--- config.mk ---
export PLATFORM = sky130hd
export DESIGN_NAME = bmem_line_adapter
export DESIGN_NICKNAME = d
export VERILOG_FILES = /design/src/rtl/bmem_line_adapter.sv
export SDC_FILE = /design/constraint.sdc
export NUM_CORES = 2
export LEC_CHECK = 0
export BUFFER_PORTS_ARGS = -buffer_cell sky130_fd_sc_hd__buf_2
export CAP_MARGIN = 10
export CORE_AREA = 3 3 397 399
export CTS_CLUSTER_DIAMETER = 40
export DETAILED_ROUTE_END_ITERATION = 8
export DIE_AREA = 0 0 400 402
export GPL_TIMING_DRIVEN = 0
export SETUP_SLACK_MARGIN = 0.3
export SYNTH_ARGS = -nofsm -noshare
export SYNTH_HDL_FRONTEND = slang
export SYNTH_SLANG_ARGS = --single-unit
--- constraint.sdc ---
create_clock -name clk -period 42.4 [get_ports clk]
set_clock_uncertainty 0.1 [all_clocks]
set_input_delay 4.24 -clock clk [delete_from_list [all_inputs] [get_ports clk]]
set_output_delay 4.24 -clock clk [all_outputs]
set_load 0.05 [all_outputs]
--- src/rtl/bmem_line_adapter.sv ---
// bmem_line_adapter: arbitrates icache/dcache line requests onto the beat-level banked memory bus and reassembles read bursts into lines.
module bmem_line_adapter #(
   parameter int ADDR_WIDTH = 32,
   parameter int BUS_WIDTH  = 64,
   parameter int BURST_LEN  = 4
) (
   input  logic                            clk,
   input  logic                            rst,
   input  logic [ADDR_WIDTH-1:0]           ic_addr,
   input  logic                            ic_read,
   output logic [BUS_WIDTH*BURST_LEN-1:0]  ic_rdata,
   output logic                            ic_resp,
   input  logic [ADDR_WIDTH-1:0]           dc_addr,
   input  logic                            dc_read,
   input  logic                            dc_write,
   input  logic [BUS_WIDTH*BURST_LEN-1:0]  dc_wdata,
   output logic [BUS_WIDTH*BURST_LEN-1:0]  dc_rdata,
   output logic                            dc_resp,
   output logic [ADDR_WIDTH-1:0]           bmem_addr,
   output logic                            bmem_read,
   output logic                            bmem_write,
   output logic [BUS_WIDTH-1:0]            bmem_wdata,
   input  logic                            bmem_ready,
   input  logic [ADDR_WIDTH-1:0]           bmem_raddr,
   input  logic [BUS_WIDTH-1:0]            bmem_rdata,
   input  logic                            bmem_rvalid,
   output logic                            err
);
   localparam int LINE_W = BUS_WIDTH*BURST_LEN;
   localparam int OFF    = $clog2(LINE_W/8);
   localparam int CW     = $clog2(BURST_LEN);
   localparam int TW     = ADDR_WIDTH-OFF;

   typedef enum logic [1:0] {FREE, ISSUED, WAIT_DATA, RESP} port_e;
   typedef enum logic [1:0] {IDLE, REQ, WBURST} iss_e;

   port_e                 ic_st_q, dc_st_q;
   iss_e                  st_q;
   logic [TW-1:0]         ic_tag_q, dc_tag_q;
   logic                  prio_dc_q, cur_wr_q;
   logic [CW-1:0]         k_q;
   logic [ADDR_WIDTH-1:0] bmem_addr_q;
   logic                  bmem_read_q, bmem_write_q;
   logic [BUS_WIDTH-1:0]  bmem_wdata_q;

   logic                  col_act_q, col_dc_q, err_q;
   logic [CW-1:0]         col_cnt_q;
   logic [ADDR_WIDTH-1:0] col_addr_q;
   logic [LINE_W-BUS_WIDTH-1:0] col_line_q;
   logic [LINE_W-1:0]     ic_rdata_q, dc_rdata_q;

   logic [TW-1:0] ic_tag, dc_tag, r_tag;
   logic ic_ok, dc_ok, gnt_ic, gnt_dc, req_acc, wr_last, beat_ok, fin, m_ic, m_dc;
   logic unused_ok;

   assign ic_tag = ic_addr[ADDR_WIDTH-1:OFF];
   assign dc_tag = dc_addr[ADDR_WIDTH-1:OFF];
   assign r_tag  = bmem_raddr[ADDR_WIDTH-1:OFF];
   assign unused_ok = ^{ic_addr[OFF-1:0], dc_addr[OFF-1:0]};

   // A read may not chase a line the other port is still waiting on, so a returning burst matches at most one port.
   assign ic_ok  = ic_read && ic_st_q == FREE && !(dc_st_q == WAIT_DATA && dc_tag_q == ic_tag);
   assign dc_ok  = (dc_read || dc_write) && dc_st_q == FREE &&
                   !(dc_read && ic_st_q == WAIT_DATA && ic_tag_q == dc_tag);
   assign gnt_dc = st_q == IDLE && dc_ok && (prio_dc_q || !ic_ok);
   assign gnt_ic = st_q == IDLE && ic_ok && !gnt_dc;
   assign req_acc = st_q == REQ && bmem_ready;
   assign wr_last = st_q == WBURST && bmem_ready && k_q == CW'(BURST_LEN-1);

   assign m_ic    = ic_st_q == WAIT_DATA && ic_tag_q == r_tag;
   assign m_dc    = dc_st_q == WAIT_DATA && dc_tag_q == r_tag;
   assign beat_ok = col_act_q && bmem_rvalid && bmem_raddr == col_addr_q;
   assign fin     = beat_ok && col_cnt_q == CW'(BURST_LEN-1);

   assign bmem_addr  = bmem_addr_q;
   assign bmem_read  = bmem_read_q;
   assign bmem_write = bmem_write_q;
   assign bmem_wdata = bmem_wdata_q;
   assign ic_resp    = ic_st_q == RESP;
   assign dc_resp    = dc_st_q == RESP;
   assign ic_rdata   = ic_rdata_q;
   assign dc_rdata   = dc_rdata_q;
   assign err        = err_q;

   always_ff @(posedge clk or posedge rst) begin
      if (rst) begin
         st_q         <= IDLE;
         ic_st_q      <= FREE;
         dc_st_q      <= FREE;
         ic_tag_q     <= '0;
         dc_tag_q     <= '0;
         prio_dc_q    <= 1'b1;
         cur_wr_q     <= 1'b0;
         k_q          <= '0;
         bmem_addr_q  <= '0;
         bmem_read_q  <= 1'b0;
         bmem_write_q <= 1'b0;
         bmem_wdata_q <= '0;
      end else begin
         case (st_q)
            IDLE: if (gnt_ic || gnt_dc) begin
               st_q         <= REQ;
               cur_wr_q     <= gnt_dc && dc_write;
               prio_dc_q    <= gnt_ic;
               bmem_addr_q  <= {gnt_dc ? dc_tag : ic_tag, {OFF{1'b0}}};
               bmem_read_q  <= gnt_ic || dc_read;
               bmem_write_q <= gnt_dc && dc_write;
               bmem_wdata_q <= (gnt_dc && dc_write) ? dc_wdata[BUS_WIDTH-1:0] : '0;
            end
            REQ: if (bmem_ready) begin
               st_q         <= cur_wr_q ? WBURST : IDLE;
               k_q          <= CW'(1);
               bmem_read_q  <= 1'b0;
               bmem_write_q <= 1'b0;
               bmem_wdata_q <= cur_wr_q ? dc_wdata[BUS_WIDTH +: BUS_WIDTH] : '0;
            end
            WBURST: if (bmem_ready) begin
               st_q         <= wr_last ? IDLE : WBURST;
               k_q          <= k_q + 1'b1;
               bmem_wdata_q <= wr_last ? '0 : dc_wdata[BUS_WIDTH*(int'(k_q)+1) +: BUS_WIDTH];
            end
            default: st_q <= IDLE;
         endcase
         if (gnt_ic) begin
            ic_st_q  <= ISSUED;
            ic_tag_q <= ic_tag;
         end else if (ic_st_q == ISSUED && req_acc) ic_st_q <= WAIT_DATA;
         else if (ic_st_q == WAIT_DATA && fin && !col_dc_q) ic_st_q <= RESP;
         else if (ic_st_q == RESP) ic_st_q <= FREE;
         if (gnt_dc) begin
            dc_st_q  <= ISSUED;
            dc_tag_q <= dc_tag;
         end else if (dc_st_q == ISSUED && req_acc && !cur_wr_q) dc_st_q <= WAIT_DATA;
         else if (dc_st_q == ISSUED && wr_last) dc_st_q <= RESP;
         else if (dc_st_q == WAIT_DATA && fin && col_dc_q) dc_st_q <= RESP;
         else if (dc_st_q == RESP) dc_st_q <= FREE;
      end
   end

   // Response collector: independent of issue; a bad burst is dropped and the collector rearms on the next rvalid.
   always_ff @(posedge clk or posedge rst) begin
      if (rst) begin
         col_act_q  <= 1'b0;
         col_dc_q   <= 1'b0;
         col_cnt_q  <= '0;
         col_addr_q <= '0;
         col_line_q <= '0;
         ic_rdata_q <= '0;
         dc_rdata_q <= '0;
         err_q      <= 1'b0;
      end else if (!col_act_q) begin
         if (bmem_rvalid && (m_ic || m_dc)) begin
            col_act_q  <= 1'b1;
            col_cnt_q  <= CW'(1);
            col_addr_q <= bmem_raddr;
            col_dc_q   <= m_dc;
            col_line_q[BUS_WIDTH-1:0] <= bmem_rdata;
         end else if (bmem_rvalid) err_q <= 1'b1;
      end else if (!beat_ok) begin
         err_q     <= 1'b1;
         col_act_q <= 1'b0;
      end else if (fin) begin
         col_act_q <= 1'b0;
         if (col_dc_q) dc_rdata_q <= {bmem_rdata, col_line_q};
         else ic_rdata_q <= {bmem_rdata, col_line_q};
      end else begin
         col_line_q[BUS_WIDTH*col_cnt_q +: BUS_WIDTH] <= bmem_rdata;
         col_cnt_q <= col_cnt_q + 1'b1;
      end
   end
endmodule

* After elaboration in Yosys (flattened, before gate mapping) *
Cells that the tools add are included.

cells by class
  muxes and demuxes = 48
  shift operators = 3
  bitwise gates (word level) = 3
  eq/ne operators = 22
  add/sub/neg operators = 4
  reduce and logical (&&, ||, !) cells = 61

operator list
  operator                                                                   number
  64-bit two-way mux                                                         10
  256-bit by 10-bit variable part select with 64-bit output                  1
  192-bit bitwise mux                                                        1
  64-bit one-hot mux with 3 select lines                                     1
  64-bit by 34-bit variable shift with 192-bit output, first input constant  1
  64-bit by 34-bit variable part select with 192-bit output                  1
  27-bit == test                                                             4
  2-bit two-way mux                                                          20
  8-bit negation with 34-bit output                                          1
  32-bit == test                                                             1
  1-bit logical AND                                                          29
  27-bit two-way mux                                                         1
  3-bit AND reduction                                                        6
  2-bit == test, second input constant                                       7
  4-bit AND reduction                                                        3
  1-bit two-way mux                                                          11
  2-bit != test, second input constant                                       5
  2-bit nonzero test                                                         4
  2-bit by 1-bit == test with 1-bit output, second input constant            3
  1-bit zero test                                                            6
  2-bit zero test                                                            3
  2-bit one-hot mux with 3 select lines                                      1
  1-bit logical OR                                                           5
  5-bit nonzero test                                                         1
  other kinds (9)                                                            15

word-level totals
  word-level logic and storage cells = 162
  input port bits = 423
  flip-flop bits (word level) = 898

* Depth between registers and ports, before layout *
  word-level depth = 12
  depth in mapped cells = 10
  depth with buffers taken out = 8

* Least setup slack after synthesis *
OpenSTA, ideal clock, no wires.

  path kind = input to register
  start point = input port dc_addr[23]
  end point = register bmem_wdata_q[0], in the netlist bmem_wdata[0]
  data arrival time = 6.089 ns
  library setup time = 0.125 ns
  buffers on the path = 1
  stages on the path = 8
  path slack = 36.086 ns
  path through = xor2_1 or4_4 nor4_4 a21o_1 o211ai_1 nand2_4 buf_6 mux2_2

on the way
  cells in the longest elaborated chain, start to end = 11
  elaborated cells on any way between the ends = 15
  those cells by class = eq/ne: 2; mux: 3; reduce/logical: 10

ends and longest elaborated chain
  element                                                    RTL line  source
  start, declared                                            13        input logic [ADDR_WIDTH-1:0] dc_addr,
  27-bit == test *                                           64        !(dc_read && ic_st_q == WAIT_DATA && ic_tag_q == dc_tag);
  1-bit logical AND *                                        64
  1-bit zero test *                                          64
  1-bit logical AND *                                        63        assign dc_ok = (dc_read || dc_write) && dc_st_q == FREE &&
  1-bit logical AND * (2 in series)                          65        assign gnt_dc = st_q == IDLE && dc_ok && (prio_dc_q || !ic_ok);
  1-bit zero test                                            66        assign gnt_ic = st_q == IDLE && ic_ok && !gnt_dc;
  1-bit logical AND                                          66
  1-bit logical OR                                           101       IDLE: if (gnt_ic || gnt_dc) begin
  2-bit by 1-bit != test with 1-bit output (no source line)  n/a
  4-bit AND reduction (no source line)                       n/a
  end signal, assigned                                       108       bmem_wdata_q <= (gnt_dc && dc_write) ? dc_wdata[BUS_WIDTH-1:0] : '0;
  end signal, assigned                                       115       bmem_wdata_q <= cur_wr_q ? dc_wdata[BUS_WIDTH +: BUS_WIDTH] : '0;
  end signal, assigned                                       120       bmem_wdata_q <= wr_last ? '0 : dc_wdata[BUS_WIDTH*(int'(k_q)+1) +: BUS_WIDTH];
  end, declared                                              44        logic [BUS_WIDTH-1:0] bmem_wdata_q;

Every way passes the cells marked *; elsewhere a longest branch is shown, timed or not. The select of a mux whose other input is x is not followed.
A chain may end at the register's enable or synchronous reset.

* Worst setup path in the final report *
  start point = input port bmem_raddr[22]
  end point = register ic_rdata_q[162], in the netlist ic_rdata[162]

on the way
  cells in the longest elaborated chain, start to end = 4

ends and longest elaborated chain
  element                                 RTL line  source
  start, declared                         24        input logic [ADDR_WIDTH-1:0] bmem_raddr,
  32-bit == test *                        72        assign beat_ok = col_act_q && bmem_rvalid && bmem_raddr == col_addr_q;
  1-bit logical AND *                     72
  1-bit logical AND                       73        assign fin = beat_ok && col_cnt_q == CW'(BURST_LEN-1);
  4-bit AND reduction (no source line) *  n/a
  end signal, assigned                    165       else ic_rdata_q <= {bmem_rdata, col_line_q};
  end, declared                           50        logic [LINE_W-1:0] ic_rdata_q, dc_rdata_q;

Every way passes the cells marked *; elsewhere a longest branch is shown, timed or not.

==> results_dict.tcl <==
set metrics [dict create \
    status "finished, final reports clean" \
    avgViaCountPerCell 4.70 \
    clkLatencyLatePin_ns 0.79 \
    setup-violations-final 0 \
    die-area_sq_mm 0.161 \
    globalplace.congestion 0.974 \
    yosys.area.top_type_share_pct 58.5 \
    cp.required_ns 42.92 \
    routedWlPerCell_um 26.2 \
    cts_max_level 4 \
    cts_tree "yes" \
    grt_pass1_wl_um 239000 \
    cts_made_buffers 151 \
    end_kind "flip-flop" \
    fp-row-count 144 \
    synth-main-ff-cell "dfrtp_1" \
    worst_pin_slew_ns 1.06 \
    cpMostUsedCell "buf_2" \
    grt_pass1_vias 31281 \
    syn_to_final_growth_pct 34.9 \
    initialDrtViolationCount 2198 \
    ys_ff_latch 898 \
    antenna_found_initial 71 \
    drt-pass1-iter-count 6 \
    synthCells 3217 \
    root_buffer "clkbuf_16" \
    wl_um 172000 \
    async_reset_ff_share_pct 100 \
    grt_max_degree 133 \
    vdd_ir_drop_max_v 0.0000475 \
    synth_edf_count 0 \
    dpl.hpwl_um 137000 \
    synth_area_sq_mm 0.0384 \
    crit_type "in -> reg" \
    hold_path.class "reg -> reg" \
    p_leak_nw 26.9 \
    drive_gt1_share_pct 32.6 \
    placed_cell_area_sq_mm 0.0463 \
    fin_tns_setup_ns 0 \
    drtAntennaViolNets 0 \
    drv_cap 0 \
    period_share_pct 16.8 \
    fin_area_sq_mm 0.0517 \
    yosys-top-cells-count "dfrtp_1 (897), nand2_1 (633), mux2_1 (456), o21ai_1 (286), xnor2_1 (105)" \
    fin_hold_ws_ns 0.352 \
    cp.arrival_ns 7.65 \
    synth_cell_type_count 63 \
    cts_setup_buffers 0 \
    core_sq_mm 0.154 \
    final_hold_viol_count 0 \
    max_slew_margin_pct 29.5 \
    cts.sinks 898 \
    cts_hold_buffers 0 \
    rsz0062_at_grt "no" \
    gr-total-overflow 0 \
    slowest_delay_ns 0.66 \
    drcViolationCount 0 \
    cts_resized 0 \
    cp_max_fo 10 \
    chipWidth_um 400 \
    slowest_stage "nor3_1" \
    fmax_ghz 0.140 \
    grt_usage_pct 20.8 \
    die_h_um 402 \
    syn_avg_cell_area_sq_um 11.9 \
    seq_area_frac_synth_pct 58.6 \
    crit_chain "buf_2, xnor2_1, nand4_1, nor3_2, nand4_1, nor3_1, buf_2, buf_2, mux2_1" \
    synth.top_cells.by_area "dfrtp_1 (59%), mux2_1 (13%), nand2_1 (6.2%)" \
    synth.most_common_cell "dfrtp_1" \
    clk_path_buf_depth 3 \
    port_buffers 1019 \
    start_util_pct 24.9 \
    synth_top_area_cell "dfrtp_1" \
    cp-start-kind "primary input" \
    ios 1036 \
    power_density_mw_per_mm2 58.2 \
    vias 30930 \
    synth_warnings 0 \
    clk_pin_slew_ns 0.06 \
    min_period_ns 7.13 \
    slew_violations 0 \
    nets 4837 \
]
==> metal layers <==
layer	up-vias	track usage, %	part of all wire [%]
met5	-	0	0.078
met4	22	6.74	3.5
met3	348	6.25	8.2
met2	1291	35.7	49
met1	15755	24.7	39
li1	13514	-	-
==> where the power goes <==
part           switching [W]  internal (W)
registers          0.0000678      0.000932
clock network       0.000486      0.000805
logic               0.000495      0.000227
total                0.00105       0.00196
==> kinds of logic after synthesis <==
| logic type | after synthesis | synth area share (%) |
|---|---|---|
| flip-flops | 898 | 58.6 |
| AND/OR/NAND/NOR | 741 | 7.98 |
| multiplexers | 632 | 18.3 |
| AO/OA/AOI/OAI | 516 | 8.04 |
| buffers and inverters | 278 | 3.57 |
| XOR/XNOR | 140 | 3.20 |
| adder cells (fa/ha/maj) | 11 | 0.359 |
| other | 1 | 0.00978 |
==> per-stage QoR <==
| stage | cells | utilization (%) | setup slack, ns | total power [W] |
|---|---|---|---|---|
| after global placement | 6284 | 29.8 | 2.06 | 0.00173 |
| final | 6580 | 33.6 | 35.27 | 0.00301 |
| after detailed placement | 6294 | 30.0 | 34.19 | 0.00173 |
| after floorplan | 3221 | - | 12.82 | 0.00148 |
| after global routing | 6572 | 33.5 | 34.81 | 0.00313 |
| after CTS | 6569 | 33.5 | 35.05 | 0.00304 |
==> sequential cells by signal, summed over array words and instances (netlist names), 27 cells and up <==
register	count
dc_rdata	256
dc_tag_q	27
ic_rdata	256
col_addr_q	32
col_line_q	192
bmem_addr	27
bmem_wdata	64
ic_tag_q	27
==> cells in the final DEF (no fill, tap or decap), types with 13 or more instances in the layout <==
cell and n:
xnor2_1 105, clkinv_2 16, buf_2 1065, xor2_1 35, mux2_2 84, o2bb2ai_1 63
clkbuf_16 151, clkbuf_1 112, inv_1 77, nand4_1 42, inv_6 15, mux2_1 456
mux2i_1 92, buf_6 30, o21ai_0 74, dfrtp_1 897, buf_1 13, nand2_1 633
clkinvlp_4 20, bufinv_16 19, a22oi_1 64, o21ai_1 286
==> path summary, 6_finish.rpt <==
check | from | endpoint | slack (ns) | cells past startpoint
worst min register to register | col_line_q[47] | ic_rdata[47] | 0.35 | 1
worst max register to register | col_addr_q[10] | ic_rdata[162] | 38.54 | 8
worst max-delay path | bmem_raddr[22] | ic_rdata[162] | 35.27 | 9
min in group asynchronous | rst | dc_tag_q[11] | 3.44 | 2
worst min-delay path | col_line_q[47] | ic_rdata[47] | 0.35 | 1
max in group asynchronous | rst | dc_rdata[50] | 36.63 | 5
==> worst max-delay path: cells and delay by family <==
family | cells | cell delay [ns]
muxes | 1 | 0.37
buffers and inverters | 3 | 1.37
xor gates and xnor gates | 1 | 0.19
and+or+nand+nor | 4 | 1.43
==> cell type report <==
type,count,area [sq um]
diodes,11,27.5
plain buffers,199,1080
clock buffers,177,3980
clock inverters,98,1450
fillers,15648,102000
inverters,79,304
multi-input cells,2045,14500
flip-flops and latches,898,22500
well taps,2044,2560
repair buffers,1029,5340
No activity file was read; power rests on OpenSTA's default activity.
